File: config.mk
export PLATFORM = sky130hd
export DESIGN_NAME = multicycle_control
export DESIGN_NICKNAME = d
export VERILOG_FILES = /design/src/rtl/mips_ctrl_pkg.sv /design/src/rtl/mem_wait_timer.sv /design/src/rtl/multicycle_control.sv
export SDC_FILE = /design/constraint.sdc
export NUM_CORES = 1
export LEC_CHECK = 0
export CELL_PAD_IN_SITES_DETAIL_PLACEMENT = 2
export CELL_PAD_IN_SITES_GLOBAL_PLACEMENT = 2
export CORE_ASPECT_RATIO = 0.7
export CORE_MARGIN = 1.5
export CORE_UTILIZATION = 27
export CTS_CLUSTER_SIZE = 40
export DETAILED_ROUTE_END_ITERATION = 12
export PLACE_DENSITY_LB_ADDON = 0.1
export SLEW_MARGIN = 20
export SYNTH_ARGS = -nofsm -noshare
export SYNTH_HDL_FRONTEND = slang
export SYNTH_SLANG_ARGS = --single-unit
File: constraint.sdc
create_clock -name clk -period 2.86 [get_ports clk]
set_input_delay 0.429 -clock clk [delete_from_list [all_inputs] [get_ports clk]]
set_output_delay 0.429 -clock clk [all_outputs]
set_load 0.01 [all_outputs]
File: src/rtl/mips_ctrl_pkg.sv
// rtl/mips_ctrl_pkg.sv - opcode, ALU and state encodings for the multi-cycle MIPS sequencer
package mips_ctrl_pkg;

  // Instruction opcodes (6-bit; upper two bits are zero for every legal opcode)
  localparam logic [5:0] OP_AND = 6'b000000;
  localparam logic [5:0] OP_OR  = 6'b000001;
  localparam logic [5:0] OP_ADD = 6'b000010;
  localparam logic [5:0] OP_SUB = 6'b000110;
  localparam logic [5:0] OP_SLT = 6'b000111;
  localparam logic [5:0] OP_LW  = 6'b001000;
  localparam logic [5:0] OP_SW  = 6'b001010;
  localparam logic [5:0] OP_BNE = 6'b001110;

  // ALU operation select codes
  localparam logic [2:0] ALU_AND = 3'b000;
  localparam logic [2:0] ALU_OR  = 3'b001;
  localparam logic [2:0] ALU_ADD = 3'b010;
  localparam logic [2:0] ALU_SUB = 3'b011;
  localparam logic [2:0] ALU_SLT = 3'b100;

  // ALU B operand select codes
  localparam logic [1:0] ALUB_RT      = 2'b00;
  localparam logic [1:0] ALUB_FOUR    = 2'b01;
  localparam logic [1:0] ALUB_IMM     = 2'b10;
  localparam logic [1:0] ALUB_IMM_SH2 = 2'b11;

  typedef enum logic [3:0] {
    FETCH    = 4'd0,
    DECODE   = 4'd1,
    EXEC_R   = 4'd2,
    WB_R     = 4'd3,
    MEM_ADDR = 4'd4,
    MEM_RD   = 4'd5,
    WB_MEM   = 4'd6,
    MEM_WR   = 4'd7,
    BRANCH   = 4'd8
  } state_t;

  // True for the five register-register opcodes
  function automatic logic is_rtype(input logic [5:0] op);
    return (op == OP_AND) || (op == OP_OR) || (op == OP_ADD) ||
           (op == OP_SUB) || (op == OP_SLT);
  endfunction

  // ALU operation used by an R-type opcode in EXEC_R
  function automatic logic [2:0] rtype_alu_op(input logic [5:0] op);
    logic [2:0] code;
    case (op)
      OP_AND:  code = ALU_AND;
      OP_OR:   code = ALU_OR;
      OP_SUB:  code = ALU_SUB;
      OP_SLT:  code = ALU_SLT;
      default: code = ALU_ADD;
    endcase
    return code;
  endfunction

endpackage

File: src/rtl/mem_wait_timer.sv
// rtl/mem_wait_timer.sv - counts memory wait cycles and flags watchdog expiry
module mem_wait_timer #(
  parameter int TIMEOUT_CYC = 255,
  parameter int TIMEOUT_W   = 8
) (
  input  logic clk,
  input  logic rst,
  input  logic wait_i,    // request outstanding and memory not ready this cycle
  input  logic clear_i,   // request completed, expired, or no request active
  output logic expire_o
);

  // Expiry fires on the wait cycle that brings the count up to TIMEOUT_CYC,
  // so a request never waits more than TIMEOUT_CYC cycles.
  localparam bit ENABLED = (TIMEOUT_CYC != 0);
  localparam int LAST_INT = (TIMEOUT_CYC == 0) ? 0 : TIMEOUT_CYC - 1;
  localparam logic [TIMEOUT_W-1:0] LAST = TIMEOUT_W'(LAST_INT);

  logic [TIMEOUT_W-1:0] count_q;
  logic [TIMEOUT_W-1:0] count_d;

  assign expire_o = ENABLED && wait_i && (count_q == LAST);

  // Next count: clear wins, otherwise advance while waiting
  always_comb begin
    count_d = count_q;
    if (clear_i) begin
      count_d = '0;
    end else if (wait_i && ENABLED) begin
      count_d = count_q + TIMEOUT_W'(1);
    end
  end

  // Wait-cycle counter register
  always_ff @(posedge clk) begin
    if (rst) begin
      count_q <= '0;
    end else begin
      count_q <= count_d;
    end
  end

endmodule

File: src/rtl/multicycle_control.sv
// rtl/multicycle_control.sv - multi-cycle MIPS control FSM with shared memory port and watchdog
module multicycle_control
  import mips_ctrl_pkg::*;
#(
  parameter int OPCODE_W    = 6,
  parameter int ALU_OP_W    = 3,
  parameter int TIMEOUT_CYC = 255,
  parameter int TIMEOUT_W   = 8
) (
  input  logic                clk,
  input  logic                rst,
  input  logic [OPCODE_W-1:0] opcode,
  input  logic                alu_zero,
  input  logic                mem_ready,
  output logic                mem_req,
  output logic                mem_we,
  output logic                iord,
  output logic                ir_write,
  output logic                pc_write,
  output logic                pc_src,
  output logic                alu_src_a,
  output logic [1:0]          alu_src_b,
  output logic [ALU_OP_W-1:0] alu_op,
  output logic                reg_write,
  output logic                reg_dst,
  output logic                mem_to_reg,
  output logic                instr_done,
  output logic                illegal_op,
  output logic                mem_timeout
);

  state_t     state_q;
  state_t     state_d;
  logic       mem_timeout_q;
  logic       expire;
  logic [2:0] alu_op_c;
  logic [5:0] op;

  assign op     = 6'(opcode);
  assign alu_op = ALU_OP_W'(alu_op_c);

  // The memory request depends only on state, which keeps the watchdog
  // path free of combinational loops through the output decode.
  assign mem_req = ~rst & ((state_q == FETCH) || (state_q == MEM_RD) ||
                           (state_q == MEM_WR));

  assign mem_timeout = mem_timeout_q & ~rst;

  mem_wait_timer #(
    .TIMEOUT_CYC (TIMEOUT_CYC),
    .TIMEOUT_W   (TIMEOUT_W)
  ) u_timer (
    .clk      (clk),
    .rst      (rst),
    .wait_i   (mem_req & ~mem_ready),
    .clear_i  (~mem_req | mem_ready | expire),
    .expire_o (expire)
  );

  // Next-state and per-state datapath controls; all zero while in reset
  always_comb begin
    state_d    = state_q;
    mem_we     = 1'b0;
    iord       = 1'b0;
    ir_write   = 1'b0;
    pc_write   = 1'b0;
    pc_src     = 1'b0;
    alu_src_a  = 1'b0;
    alu_src_b  = ALUB_RT;
    alu_op_c   = ALU_AND;
    reg_write  = 1'b0;
    reg_dst    = 1'b0;
    mem_to_reg = 1'b0;
    instr_done = 1'b0;
    illegal_op = 1'b0;
    if (!rst) begin
      case (state_q)
        FETCH: begin
          alu_src_b = ALUB_FOUR;
          alu_op_c  = ALU_ADD;
          if (mem_ready) begin
            ir_write = 1'b1;
            pc_write = 1'b1;
            state_d  = DECODE;
          end else if (expire) begin
            state_d = FETCH;
          end
        end
        DECODE: begin
          // Branch target is computed here and latched by the datapath
          alu_src_b = ALUB_IMM_SH2;
          alu_op_c  = ALU_ADD;
          if (is_rtype(op)) begin
            state_d = EXEC_R;
          end else if ((op == OP_LW) || (op == OP_SW)) begin
            state_d = MEM_ADDR;
          end else if (op == OP_BNE) begin
            state_d = BRANCH;
          end else begin
            illegal_op = 1'b1;
            instr_done = 1'b1;
            state_d    = FETCH;
          end
        end
        EXEC_R: begin
          alu_src_a = 1'b1;
          alu_src_b = ALUB_RT;
          alu_op_c  = rtype_alu_op(op);
          state_d   = WB_R;
        end
        WB_R: begin
          reg_write  = 1'b1;
          reg_dst    = 1'b1;
          instr_done = 1'b1;
          state_d    = FETCH;
        end
        MEM_ADDR: begin
          alu_src_a = 1'b1;
          alu_src_b = ALUB_IMM;
          alu_op_c  = ALU_ADD;
          state_d   = (op == OP_SW) ? MEM_WR : MEM_RD;
        end
        MEM_RD: begin
          iord = 1'b1;
          if (mem_ready) begin
            state_d = WB_MEM;
          end else if (expire) begin
            state_d = FETCH;
          end
        end
        WB_MEM: begin
          reg_write  = 1'b1;
          mem_to_reg = 1'b1;
          instr_done = 1'b1;
          state_d    = FETCH;
        end
        MEM_WR: begin
          iord   = 1'b1;
          mem_we = 1'b1;
          if (mem_ready) begin
            instr_done = 1'b1;
            state_d    = FETCH;
          end else if (expire) begin
            state_d = FETCH;
          end
        end
        BRANCH: begin
          alu_src_a  = 1'b1;
          alu_src_b  = ALUB_RT;
          alu_op_c   = ALU_SUB;
          pc_src     = 1'b1;
          pc_write   = ~alu_zero;
          instr_done = 1'b1;
          state_d    = FETCH;
        end
        default: state_d = FETCH;
      endcase
    end
  end

  // State register
  always_ff @(posedge clk) begin
    if (rst) begin
      state_q <= FETCH;
    end else begin
      state_q <= state_d;
    end
  end

  // Sticky watchdog flag, cleared only by reset
  always_ff @(posedge clk) begin
    if (rst) begin
      mem_timeout_q <= 1'b0;
    end else if (expire) begin
      mem_timeout_q <= 1'b1;
    end
  end

endmodule

==> flow_metrics.py <==
metrics = {
    "run_status": {
        "status": "finished, final reports clean",
    },
    "synth": {
        "yosysUniqueCellTypes": 43,
        "avgSynthCellArea_um2": 7.78,
        "yosysWarnings": 0,
        "ys_seq_area_share_pct": 28.8,
        "async_flop_share_pct": 0,
        "syn_inst": 116,
        "synth_area_um2": 902,
        "dominantRegCellSynth": "dfxtp_1",
        "yosys_register_bits": 13,
        "synth_edf_count": 0,
        "synth_nets": 128,
    },
    "sta": {
        "tightest_slew_ns": 0.744,
        "fin_crit_ns": 2.71,
        "fmax_mhz": 369,
        "skew_ns": 0.000689,
        "setup_viol": 0,
        "timing.final.ws_setup_ns": 0.147,
        "relSlewSlack_pct": 49.7,
        "rsz0062_at_grt": "false",
        "slew_viol_final": 0,
        "hold_viol_final": 0,
        "period_share_pct": 94.9,
    },
    "worst_setup_path": {
        "cpPeakStageDelay_ns": 0.54,
        "worst_path_max_delay_cell": "clkdlybuf4s50_1",
        "cp_common_cell": "clkdlybuf4s50_1",
        "worst-endpoint-arrival_ns": 2.28,
        "end_kind": "output port",
        "required_ns": 2.43,
        "startpoint_type": "input pin",
        "path_cells": "clkdlybuf4s50_1 -> buf_4 -> or3_1 -> nor3_1 -> or2_2 -> clkdlybuf4s50_1",
        "critical_path.top_delay_family": "buffers and inverters",
        "critPathKind": "input pin to output port",
        "worst-path-buf-inv": 3,
        "path_max_fanout": 5,
    },
    "clocking": {
        "cts_hold_buf": 0,
        "cts_root_buf": "clkbuf_8",
        "clkLatencyLatePin_ns": 0.25,
        "htree_levels": 1,
        "post_cts_buffers": 0,
        "clock_path_buffers": 2,
        "path_clk_slew_ns": 0.06,
        "cts_tree": "yes",
        "cts_sinks": 13,
        "cts-buffers-inserted": 3,
    },
    "routing": {
        "ant_nets": 0,
        "drtIter0Drc": 58,
        "avgRoutedWirePerCell_um": 17.2,
        "vias": 1017,
        "routed_wl_um": 3190,
        "drc": 0,
        "viasPerCell": 5.50,
        "dr.pass1.iters": 4,
    },
    "grt": {
        "grt_pass1_wl_um": 5260,
        "grt_antenna_before_repair": 0,
        "grt_max_degree": 18,
        "grt_pass1_vias": 1050,
        "grtUsageTotal_pct": 18.9,
        "grt_overflow_total": 0,
    },
    "power_and_ir_drop": {
        "power.density_nw_per_um2": 390,
        "power.static_leakage_nw": 0.485,
        "finalPower_w": 0.000507,
        "peakVddDrop_uv": 246,
    },
    "cells_and_area": {
        "final_cell_mix": "25 x clkdlybuf4s50_1, 14 x nor2_1, 12 x dfxtp_1",
        "multiInputGateArea_um2": 604,
        "nFillCells": 366,
        "drive_above_1_share_pct": 11.6,
        "area_growth_pct": 44.0,
        "fin_nets": 160,
        "final_common_cell": "clkdlybuf4s50_1",
        "seqCellArea_um2": 262,
        "antenna_cells": 0,
    },
    "die": {
        "core-area_um2": 3170,
        "start_util_pct": 28.5,
        "die_area_um2": 3700,
        "ios": 28,
        "die_height_um": 51.4,
        "rows": 17,
        "die_x_um": 72.1,
    },
    "place": {
        "port_buffers": 27,
        "pre_cts_ws_ns": -0.0759,
        "gp_congestion": 0.763,
        "dp.final_hpwl_um": 2360,
    },
    "hold_path": {
        "hold_class": "flop to flop",
    },
    "flow_run": {
        "drv_cap": 0,
    },
}
==> cells by family after synthesis <==
logic type               count (synthesis)  synth area share [%]
XOR/XNOR                                 9                  8.74
AND/OR/NAND/NOR                         56                  34.8
AO/OA/AOI/OAI                           25                  19.1
adder cells (fa/ha/maj)                  2                  2.77
flip-flops                              13                  28.8
buffers and inverters                   11                  5.69
==> Yosys cell counts, types with 2 or more instances <==
master | instances | area (um2)
a21oi_1 | 3 | 15.0
nor3_1 | 7 | 35.0
or2_2 | 3 | 18.8
nor2b_1 | 4 | 25.0
xnor2_1 | 3 | 26.3
nand4_1 | 3 | 18.8
buf_2 | 2 | 10.0
dfxtp_1 | 13 | 260
and4_1 | 2 | 17.5
ha_1 | 2 | 25.0
clkbuf_1 | 4 | 15.0
inv_1 | 4 | 15.0
xor2_1 | 6 | 52.6
or4b_1 | 2 | 20.0
nor4_1 | 3 | 18.8
nand3_1 | 4 | 20.0
nand2b_1 | 2 | 12.5
nor2_1 | 15 | 56.3
nand2_1 | 3 | 11.3
o21bai_1 | 2 | 15.0
o21ai_0 | 7 | 35.0
==> per-layer routing <==
| layer | wire length (um) | GRT usage (%) | share of wire [%] | vias up |
|---|---|---|---|---|
| met5 | 0 | 0 | 0 | - |
| met4 | 11 | 2.83 | 0.35 | 0 |
| met3 | 100 | 4.14 | 3.1 | 2 |
| met2 | 1450 | 31.0 | 46 | 18 |
| met1 | 1620 | 25.9 | 51 | 506 |
| li1 | - | - | - | 491 |
==> registers in the layout (all words and copies together), names as in the netlist <==
signal and cells:
u_timer.count_q 8, state_q 4, mem_timeout_q 1
==> timing repair <==
action                                 in CTS  in global routing
resized for setup                           2                  4
setup endpoints to repair                   1                  5
endpoints found under the hold margin       0                  0
==> area by class of cell <==
| type | count | area share (%) |
|---|---|---|
| clock buffers | 3 | 3.18 |
| clock inverters | 1 | 0.385 |
| inverters | 4 | 1.16 |
| multi-input cells | 92 | 46.5 |
| flip-flops and latches | 13 | 20.1 |
| well taps | 38 | 3.66 |
| repair buffers | 34 | 25.0 |
==> power breakdown <==
group	internal [W]	total (W)	leakage (nW)	switching, W
clock network	0.0000965	0.000169	0.0255	0.0000728
logic	0.0000669	0.000139	0.354	0.0000719
registers	0.000187	0.000199	0.106	0.0000118
==> final timing paths <==
kind / start / end / slack, ns / depth (start not counted)
hold / removal: u_timer.count_q[0] / u_timer.count_q[0] / 0.51 / 1
setup / recovery: rst / reg_write / 0.15 / 6
setup reg to reg: state_q[3] / state_q[2] / 0.83 / 4
hold reg to reg: u_timer.count_q[0] / u_timer.count_q[0] / 0.51 / 1
==> worst register-to-register path: cells and delay by family, from the launching register on <==
family	cells	cell delay, ns
AOI/OAI and AO/OA	2	0.94
and+or+nand+nor	1	0.32
DFF	1	0.40
buffers and inverters	1	0.20
==> per-stage QoR <==
stage	cells	area, um2	hold WS (ns)	setup TNS (ns)	util [%]
6_report	185	1300	0.506	0	41.0
5_1_grt	185	1300	0.549	0	41.0
4_1_cts	185	1290	0.524	0	40.6
3_5_place_dp	181	1240	0.497	-0.0759	39.0
3_3_place_gp	181	1240	0.479	0	39.0
2_1_floorplan	116	902	0.453	0	-
Power figures use the tool's default switching activity.
